--- src/rtl/wb_arb_pkg.sv ---
// -----------------------------------------------------------------------------
// wb_arb_pkg
// Shared definitions for the Wishbone RAM arbiter:
//   - arb_state_t            : arbiter FSM states (IDLE / OWNED / ABORT)
//   - DEFAULT_NMASTERS       : default number of masters sharing the RAM port
//   - DEFAULT_TIMEOUT_CYCLES : default stalled-strobe limit (timeout build only)
//   - idx_width()            : width of a master index, never below one bit
// -----------------------------------------------------------------------------
package wb_arb_pkg;

    localparam int DEFAULT_NMASTERS       = 2;
    localparam int DEFAULT_TIMEOUT_CYCLES = 256;

    typedef enum logic [1:0] {
        ST_IDLE  = 2'b00,
        ST_OWNED = 2'b01,
        ST_ABORT = 2'b10
    } arb_state_t;

    // Width needed to hold a master index 0..n-1 (at least one bit).
    function automatic int idx_width(input int n);
        if (n > 1) begin
            return $clog2(n);
        end else begin
            return 1;
        end
    endfunction

endpackage

--- src/rtl/wb_rr_picker.sv ---
// -----------------------------------------------------------------------------
// wb_rr_picker
// Combinational round-robin selector. Searches the request vector starting at
// last_owner_i+1 (mod NMASTERS) and returns the first requesting index.
// Ports:
//   req_i        in  NMASTERS  request vector (one bit per master)
//   last_owner_i in  LW        index of the most recent owner
//   next_owner_o out LW        selected master index (0 when nothing requests)
//   valid_o      out 1         at least one request present
// -----------------------------------------------------------------------------
module wb_rr_picker
    import wb_arb_pkg::*;
#(
    parameter int NMASTERS = DEFAULT_NMASTERS,
    parameter int LW       = idx_width(NMASTERS)
) (
    input  logic [NMASTERS-1:0] req_i,
    input  logic [LW-1:0]       last_owner_i,
    output logic [LW-1:0]       next_owner_o,
    output logic                valid_o
);

    int          cand_s;
    logic [LW-1:0] cand_idx_s;

    // Walk candidates from farthest to nearest so the nearest requester wins.
    always_comb begin
        next_owner_o = {LW{1'b0}};
        valid_o      = |req_i;
        cand_s       = 0;
        cand_idx_s   = {LW{1'b0}};
        for (int i = NMASTERS; i >= 1; i--) begin
            cand_s     = (int'(last_owner_i) + i) % NMASTERS;
            cand_idx_s = cand_s[LW-1:0];
            if (req_i[cand_idx_s]) begin
                next_owner_o = cand_idx_s;
            end else begin
                next_owner_o = next_owner_o;
            end
        end
    end

endmodule

--- src/rtl/wb_ram_arbiter.sv ---
// -----------------------------------------------------------------------------
// wb_ram_arbiter
// Round-robin arbiter letting NMASTERS Wishbone masters share one RAM slave.
// An owner keeps the bus for as long as its CYC stays high (burst lock); there
// is always at least one idle cycle between two owners. Slave-side signals and
// terminations are routed combinationally from/to the registered owner.
//
// Optional feature: define WB_ARB_TIMEOUT_EN to add a stalled-strobe watchdog.
// After TIMEOUT_CYCLES consecutive stalled cycles the owner gets a one-cycle
// ERR, the slave cycle is dropped and the arbiter waits in ABORT until the
// owner releases CYC.
//
// Ports:
//   p_clk, p_reset           clock, synchronous active-high reset
//   m_wb_*_I  (per master)   ADR, DAT, SEL, CYC, STB, WE from each master
//   m_wb_ACK/ERR/RTY_O       per-master terminations (owner only)
//   m_wb_DAT_O               read data broadcast to all masters
//   p_wb_*_O                 ADR, DAT, SEL, CYC, STB, WE to the RAM slave
//   p_wb_DAT/ACK/ERR/RTY_I   read data and terminations from the RAM slave
//   grant_o                  registered one-hot owner, zero when idle
// -----------------------------------------------------------------------------
module wb_ram_arbiter
    import wb_arb_pkg::*;
#(
    parameter int NMASTERS = DEFAULT_NMASTERS
`ifdef WB_ARB_TIMEOUT_EN
    ,
    parameter int TIMEOUT_CYCLES = DEFAULT_TIMEOUT_CYCLES
`endif
) (
    input  logic                     p_clk,
    input  logic                     p_reset,
    input  logic [NMASTERS-1:0][31:0] m_wb_ADR_I,
    input  logic [NMASTERS-1:0][31:0] m_wb_DAT_I,
    input  logic [NMASTERS-1:0][3:0]  m_wb_SEL_I,
    input  logic [NMASTERS-1:0]       m_wb_CYC_I,
    input  logic [NMASTERS-1:0]       m_wb_STB_I,
    input  logic [NMASTERS-1:0]       m_wb_WE_I,
    output logic [NMASTERS-1:0]       m_wb_ACK_O,
    output logic [NMASTERS-1:0]       m_wb_ERR_O,
    output logic [NMASTERS-1:0]       m_wb_RTY_O,
    output logic [31:0]               m_wb_DAT_O,
    output logic [31:0]               p_wb_ADR_O,
    output logic [31:0]               p_wb_DAT_O,
    output logic [3:0]                p_wb_SEL_O,
    output logic                      p_wb_CYC_O,
    output logic                      p_wb_STB_O,
    output logic                      p_wb_WE_O,
    input  logic [31:0]               p_wb_DAT_I,
    input  logic                      p_wb_ACK_I,
    input  logic                      p_wb_ERR_I,
    input  logic                      p_wb_RTY_I,
    output logic [NMASTERS-1:0]       grant_o
);

    localparam int LW = idx_width(NMASTERS);

    arb_state_t          state_q, state_d;
    logic [LW-1:0]       owner_q, owner_d;
    logic [LW-1:0]       last_owner_q, last_owner_d;
    logic [NMASTERS-1:0] grant_q, grant_d;

    logic [LW-1:0]       pick_idx_s;
    logic                pick_valid_s;
    logic [NMASTERS-1:0] pick_onehot_s;
    logic                owned_s;
    logic                owner_cyc_s;
    logic                owner_stb_s;
    logic                timeout_hit_s;

    wb_rr_picker #(
        .NMASTERS (NMASTERS),
        .LW       (LW)
    ) u_picker (
        .req_i        (m_wb_CYC_I),
        .last_owner_i (last_owner_q),
        .next_owner_o (pick_idx_s),
        .valid_o      (pick_valid_s)
    );

    // Decode the picked index into a one-hot grant and sample owner controls.
    always_comb begin
        pick_onehot_s             = {NMASTERS{1'b0}};
        pick_onehot_s[pick_idx_s] = 1'b1;
        owned_s                   = (state_q == ST_OWNED);
        owner_cyc_s               = m_wb_CYC_I[owner_q];
        owner_stb_s               = m_wb_STB_I[owner_q];
    end

`ifdef WB_ARB_TIMEOUT_EN
    localparam int CW = $clog2(TIMEOUT_CYCLES + 1);

    logic [CW-1:0] tmo_cnt_q, tmo_cnt_d;
    logic          stall_s;

    // A stalled cycle is an owned strobe with no termination; the hit fires on
    // the TIMEOUT_CYCLES-th consecutive one. Counter restarts after a hit.
    always_comb begin
        stall_s = owned_s & owner_stb_s & ~(p_wb_ACK_I | p_wb_ERR_I | p_wb_RTY_I);
        timeout_hit_s = stall_s && (tmo_cnt_q == CW'(TIMEOUT_CYCLES - 1));
        if (stall_s && !timeout_hit_s) begin
            tmo_cnt_d = tmo_cnt_q + {{(CW-1){1'b0}}, 1'b1};
        end else begin
            tmo_cnt_d = {CW{1'b0}};
        end
    end

    // Stalled-strobe counter register.
    always_ff @(posedge p_clk) begin
        if (p_reset) begin
            tmo_cnt_q <= {CW{1'b0}};
        end else begin
            tmo_cnt_q <= tmo_cnt_d;
        end
    end
`else
    // Without the watchdog a stalled slave simply holds the bus.
    always_comb begin
        timeout_hit_s = 1'b0;
    end
`endif

    // Slave-side mux: follow the owner while OWNED, otherwise drive zeros.
    always_comb begin
        if (owned_s) begin
            p_wb_ADR_O = m_wb_ADR_I[owner_q];
            p_wb_DAT_O = m_wb_DAT_I[owner_q];
            p_wb_SEL_O = m_wb_SEL_I[owner_q];
            p_wb_CYC_O = owner_cyc_s;
            p_wb_STB_O = owner_stb_s;
            p_wb_WE_O  = m_wb_WE_I[owner_q];
        end else begin
            p_wb_ADR_O = 32'h0000_0000;
            p_wb_DAT_O = 32'h0000_0000;
            p_wb_SEL_O = 4'h0;
            p_wb_CYC_O = 1'b0;
            p_wb_STB_O = 1'b0;
            p_wb_WE_O  = 1'b0;
        end
    end

    // Termination routing: only the owner sees slave terminations. This keys on
    // the registered state, so a termination coinciding with CYC fall still lands.
    always_comb begin
        m_wb_ACK_O = {NMASTERS{1'b0}};
        m_wb_ERR_O = {NMASTERS{1'b0}};
        m_wb_RTY_O = {NMASTERS{1'b0}};
        m_wb_DAT_O = p_wb_DAT_I;
        if (owned_s) begin
            m_wb_ACK_O[owner_q] = p_wb_ACK_I;
            m_wb_ERR_O[owner_q] = p_wb_ERR_I | timeout_hit_s;
            m_wb_RTY_O[owner_q] = p_wb_RTY_I;
        end else begin
            m_wb_ACK_O = {NMASTERS{1'b0}};
        end
    end

    // Arbiter next-state logic.
    always_comb begin
        state_d      = state_q;
        owner_d      = owner_q;
        last_owner_d = last_owner_q;
        grant_d      = grant_q;
        case (state_q)
            ST_IDLE: begin
                if (pick_valid_s) begin
                    state_d = ST_OWNED;
                    owner_d = pick_idx_s;
                    grant_d = pick_onehot_s;
                end else begin
                    state_d = ST_IDLE;
                end
            end
            ST_OWNED: begin
                if (!owner_cyc_s) begin
                    state_d      = ST_IDLE;
                    last_owner_d = owner_q;
                    grant_d      = {NMASTERS{1'b0}};
                end else if (timeout_hit_s) begin
                    state_d = ST_ABORT;
                end else begin
                    state_d = ST_OWNED;
                end
            end
            ST_ABORT: begin
                if (!owner_cyc_s) begin
                    state_d      = ST_IDLE;
                    last_owner_d = owner_q;
                    grant_d      = {NMASTERS{1'b0}};
                end else begin
                    state_d = ST_ABORT;
                end
            end
            default: begin
                state_d = ST_IDLE;
                grant_d = {NMASTERS{1'b0}};
            end
        endcase
    end

    // Arbiter state registers; reset makes master 0 the first candidate.
    always_ff @(posedge p_clk) begin
        if (p_reset) begin
            state_q      <= ST_IDLE;
            owner_q      <= {LW{1'b0}};
            last_owner_q <= LW'(NMASTERS - 1);
            grant_q      <= {NMASTERS{1'b0}};
        end else begin
            state_q      <= state_d;
            owner_q      <= owner_d;
            last_owner_q <= last_owner_d;
            grant_q      <= grant_d;
        end
    end

    assign grant_o = grant_q;

endmodule

--- config.mk ---
export PLATFORM = sky130hd
export DESIGN_NAME = wb_ram_arbiter
export DESIGN_NICKNAME = d
export VERILOG_FILES = /design/src/rtl/wb_arb_pkg.sv /design/src/rtl/wb_rr_picker.sv /design/src/rtl/wb_ram_arbiter.sv
export SDC_FILE = /design/constraint.sdc
export NUM_CORES = 1
export LEC_CHECK = 0
export ABC_AREA = 1
export CORE_AREA = 3 3 112 114
export DETAILED_ROUTE_END_ITERATION = 12
export DIE_AREA = 0 0 115 117
export GPL_TIMING_DRIVEN = 0
export SLEW_MARGIN = 20
export SYNTH_ARGS = -nofsm -noshare
export SYNTH_HDL_FRONTEND = slang
export SYNTH_HIERARCHICAL = 1
export SYNTH_SLANG_ARGS = --single-unit
--- constraint.sdc ---
create_clock -name p_clk -period 2.08 [get_ports p_clk]
set_input_delay 0.624 -clock p_clk [delete_from_list [all_inputs] [get_ports p_clk]]
set_output_delay 0.624 -clock p_clk [all_outputs]
set_load 0.01 [all_outputs]
==> results.cfg <==
[status]
status = complete, no violations

[yosys]
synth_edf_count = 0
yosysTopAreaCell = nor2_1
synthTopCellsByArea = nor2_1 33%, o21ai_0 21%, buf_4 14%
synthCells = 321
synth_cell_type_count = 22
ys_warn_count = 6
syn_avg_cell_area_um2 = 5.23
synth_common_cells = 148 x nor2_1, 70 x o21ai_0, 32 x buf_4
synth_flop_cell = dfxtp_1
synthArstFlopShare = 0
ys_ff_latch = 6
synth.most_common_cell = nor2_1
netlist_area_um2 = 1680
yosysSeqAreaShare = 0.0715
netlist.area_leader.share = 0.331
synthesis.nets = 505

[placement]
port_buffers = 257
hpwlAfterDp_mm = 8.76
place_ws_ns = -0.686
globalplace.congestion = 0.834

[clock_tree]
root_buffer = clkbuf_16
cts_hold_buf = 0
clkTransAtPathRegs_ns = 0.03
cts_tree = built
clock-sinks = 6
htreeDepth = 1
clock_latency_ns = 0.23
cts_max_path_buffers = 2
cts_inserted_buffers = 3

[floorplan]
ios = 290
fp.dieH_um = 117
core_um2 = 11500
die_w_um = 115
initial_utilization = 0.146
die-area_um2 = 13500
row_count = 39

[detailed_routing]
routed_wl_mm = 10.6
dr.first_iter.drc_count = 87
route.detailed.drc = 0
dr_total_vias = 2999
wl_per_cell_um = 14.4
dr.pass1.iters = 6
ant_nets = 0
vias_per_cell = 4.09

[worst_setup_path]
cp.arrival_ns = 1.41
regToRegSetupSlack_ns = 0.86
r2r_cells = 7
critical_path_peak_fanout = 1
path_class = in2out
startpoint = m_wb_SEL_I[0]
worst_ep_required_time_ns = 1.46
cp-end-kind = output pin
reg2reg_from = state_q[1]
critPathLaunchType = primary input
reg2reg_to = grant_o[1]

[sta]
clock.fmax_mhz = 492
finalMaxSlewViolations = 0
timing.final.ws_setup_ns = 0.0483
max_slew.worst_pin.slew_ns = 0.274
finalCritPeriodShare = 0.977
finalSetupTns_ns = 0
finalHoldViolations = 0
period_minus_slack_ns = 2.03
relSlewSlack = 0.817
rsz0062_at_grt = yes
holdWs_ns = 0.465
setup_viol = 0
skew_ns = 0.00110

[worst_hold_path]
hold_depth = 2
hold_path_class = reg2reg
whs_endpoint = grant_o[1]
hp-start = grant_o[1]

[cells_and_area]
num_antenna_cells = 0
fin_nets = 777
post-route-util = 0.380
layout-drive-gt1-share = 0.277
fill_cells = 1270
syn_to_final_growth_pct = 160

[pwr]
p_leak_nw = 2.18
power_mw = 1.51
p_per_area_nw_per_um2 = 345
ir_drop_mv = 0.191

[global_route]
grt_max_degree = 11
grt_overflow = 0
grt_antenna_before_repair = 0
grtUsageTotal = 0.140
grt_pass1_wl_mm = 15.1
grt_pass1_vias = 3002

[job]
drv_cap = 0
-- cell families (layout without fill, tap and decap cells) --
family / Yosys count / count (layout) / share of synthesized area
DFF: 6 / 6 / 0.0715
buffers and inverters: 68 / 338 / 0.270
and+or+nand+nor: 167 / 167 / 0.394
AOI/OAI and AO/OA: 75 / 75 / 0.227
adders and majority gates: 5 / 5 / 0.0373
-- layout make-up --
cell class	count	area, µm²	share of cell area
repair buffers	267	2300	0.525
multi-input cells	247	1150	0.263
plain buffers	55	494	0.113
well taps	143	179	0.0409
flip-flops and latches	6	126	0.0289
clock buffers	3	75.1	0.0172
inverters	13	51.3	0.0117
-- critical path, cell delays in order --
cell and delay [ns]:
clkdlybuf4s50_1 0.50, o21ai_1 0.07, nor2_1 0.08, buf_2 0.13
-- cells in the final DEF (no fill, tap or decap), types with 2 or more instances in the layout --
cell,instances
o21ai_0,45
nor2_2,2
clkdlybuf4s50_1,169
buf_6,10
a21oi_1,3
o21ai_1,22
clkbuf_8,4
dfxtp_1,3
dlymetal6s2s_1,5
nand2_2,3
buf_2,78
ha_1,4
dlygate4sd2_1,5
buf_4,36
clkbuf_2,3
buf_8,6
clkbuf_16,3
nand2_1,10
nor2_1,145
inv_1,11
dfxtp_2,2
clkbuf_4,4
o21ai_2,3
nor2_4,2
-- worst max-delay path by stage --
stage                     slack [ns]              to
after floorplan                 0.31   p_wb_ADR_O[0]
after global placement         -0.68   p_wb_SEL_O[2]
after detailed placement       -0.69   p_wb_SEL_O[2]
after CTS                     -0.004  p_wb_ADR_O[14]
after global routing           -0.03  p_wb_DAT_O[23]
final                           0.05   p_wb_SEL_O[0]
-- metrics by stage --
step | instances | area, µm²
floorplan | 321 | 1680
global route | 734 | 4370
CTS | 733 | 4410
global placement | 721 | 4430
detailed placement | 721 | 4430
finish | 734 | 4370
-- power by group --
part           total [mW]  leakage [nW]  switching, mW  internal, mW
Combinational        1.06          2.09          0.463         0.602
Clock               0.309        0.0370         0.0627         0.247
Sequential          0.133        0.0507        0.00760         0.125
-- layer usage --
layer | GRT usage | wire length, µm | share of wire | vias up
met5 | 0 | 0 | 0 | -
met4 | 0.0188 | 25 | 0.0024 | 0
met3 | 0.0278 | 938 | 0.089 | 2
met2 | 0.276 | 5620 | 0.53 | 171
met1 | 0.159 | 3980 | 0.38 | 1304
li1 | - | - | - | 1522
-- state kept, by name (all words and copies together), names as in the netlist --
| name | cells |
|---|---|
| grant_o | 2 |
| state_q | 2 |
| last_owner_q | 1 |
| owner_q | 1 |
-- repair_timing --
item,in CTS,in global routing
gates cloned,3,0
gates resized for setup,356,43
setup endpoints to repair,77,44
setup buffers,6,1
pin swaps,5,12
No activity file was read; power rests on OpenSTA's default activity.
==> RTL change: new RTL, config.mk and constraints unchanged <==
`DEFAULT_NMASTERS`: 2 -> 1.
--- a/src/rtl/wb_arb_pkg.sv
+++ b/src/rtl/wb_arb_pkg.sv
@@ -10,3 +10,3 @@
 
-    localparam int DEFAULT_NMASTERS       = 2;
+    localparam int DEFAULT_NMASTERS       = 1;
     localparam int DEFAULT_TIMEOUT_CYCLES = 256;
Ports: changed (10 resized); port bits go from 290 to 215. No check against the original RTL was run, so the function may have changed too.
==> RTL change against the unedited design <==
Synthesized cell count fell by 32%. Power fell by 38%. Area after synthesis decreased by 33%. Routed wire length is 46% lower. Die area did not move. Setup slack lost 33 ps. Clock skew rose by 0.95 ps. Largest cell class unchanged. Critical path type unchanged. Sequential cell count fell by 2. Cell area fell by 29%.
==> RTL change: results (changes against the unedited design) <==
* Status: complete, no violations
* Top Family by Delay on Critical Path: buffers and inverters
* CTS buffer count at 3 (unchanged)
* Placed cells at 544 (-25%)
* CTS clk-pin slew, worst paths at 30 ps (about the same)
* Syn nets at 332 (-34%)
* Critical path data arrival time at 1440 ps (+30 ps)
* Initial antenna violation count at 0 (unchanged)
* Hold path cells at 2 (unchanged)
* Max reg flops at 2
* First-pass GRT wire length at 7970 um (-47%)
* HP Class: register to register
* Later-pin clock latency in the skew report at 230 ps (about the same)
* Row count at 39 (unchanged)
* CP Max Fanout at 1 (unchanged)
* GRT Util Overall at 0.0726 (-0.0675)
* Share of cells above drive strength 1 at 0.225 (-0.0526)
* DRT iter0 DRCs at 22 (-75%)
* PortBufs at 182 (-29%)
* Root Driver: clkbuf_16
* Cells after synthesis at 219 (-32%)
* RePlAce Congestion at 0.729 (-13%)
* Vias in the first global route at 1677 (-44%)
* Htree depth at 1 (unchanged)
* ANT cells at 0 (unchanged)
* Slowest CP cell: clkdlybuf4s50_1
* Reg with most FFs: state_q
* Hold Fails Final Rpt at 0 (unchanged)
* Drt pass-1 iters at 4 (-2)
* Cells on worst reg2reg path at 7 (unchanged)
* Final setup violation count at 0 (unchanged)
* Largest net degree at the start of global routing at 11 (unchanged)
* Pleak at 0.00195 uW (-11%)
* Layout Skew at 2.05 ps (+0.948 ps)
* Routed len/inst at 10.3 um (-28%)
* Clock Path Buffers at 2 (unchanged)
* Worst vdd ir at 389 uV (+100%)
* Hpwl dp at 4960 um (-43%)
* Final nets at 524 (-33%)
* Layout Cells excl Fill at 552 (-25%)
* Syn. warnings at 6 (unchanged)
* Vias at 1783 (-41%)
* Crit-path max cell delay at 460 ps (-40 ps)
[RTL change: cell types whose count changed in the layout (fill, tap and decap cells not counted), sizes merged, moves of 5 or more]
| cell | before | now |
|---|---|---|
| dlymetal6s2s | 5 | 0 |
| nand2 | 13 | 79 |
| clkdlybuf4s15 | 1 | 31 |
| o21ai | 70 | 0 |
| inv | 13 | 78 |
| nor2 | 149 | 5 |
| buf | 131 | 51 |
| clkbuf | 14 | 34 |
| clkdlybuf4s50 | 169 | 107 |
[RTL change: worst reg2reg max path, delay by kind of cell, from the launching register on]
family / cells / cell delay [ps]
simple gates: 3 / 200
flops: 1 / 320
compound gates: 1 / 40
fa+ha+maj: 1 / 260
buf+inv: 2 / 180
[RTL change: cell type report]
class / instances / area (sq um)
fillers: 1260 / 8400
plain buffers: 42 / 362
flip-flops and latches: 4 / 82.6
multi-input cells: 95 / 427
inverters: 78 / 293
well taps: 143 / 179
clock buffers: 3 / 75.1
repair buffers: 187 / 1700
[RTL change: worst paths after layout]
path,start,slack [ps],end
setup / recovery,m_wb_ADR_I[23],20,p_wb_ADR_O[23]
hold / removal,grant_o,470,grant_o
setup reg to reg,state_q[1],970,grant_o
hold reg to reg,grant_o,470,grant_o
[RTL change: stage by stage]
| step | setup WS [ps] | cell area (sq um) | utilization |
|---|---|---|---|
| 6_report | 15.5 | 3120 | 0.271 |
| 4_1_cts | 0.559 | 3190 | 0.277 |
| 3_3_place_gp | -377 | 3130 | 0.272 |
| 2_1_floorplan | 485 | 1130 | - |
| 5_1_grt | 0.746 | 3120 | 0.271 |
| 3_5_place_dp | -360 | 3130 | 0.272 |
[RTL change: layer usage]
layer | vias up | track usage | wire length, um
li1 | 923 | - | -
met1 | 762 | 0.0801 | 2040
met2 | 96 | 0.146 | 3160
met3 | 2 | 0.0123 | 480
met4 | 0 | 0.0117 | 25
met5 | - | 0 | 0
[RTL change: power breakdown]
part / switching (uW) / total (uW) / internal, uW
sequential: 3.71 / 85.5 / 81.7
clock: 55.2 / 301 / 246
combinational: 203 / 549 / 346
total: 262 / 935 / 674
[RTL change: repair_timing]
action / in CTS / in global routing
pin swaps: 0 / 0
hold buffers: 0 / 0
endpoints found under the setup margin: 74 / 64
cloned: 2 / 0
buffers inserted: 2 / 1
resized for setup: 110 / 85
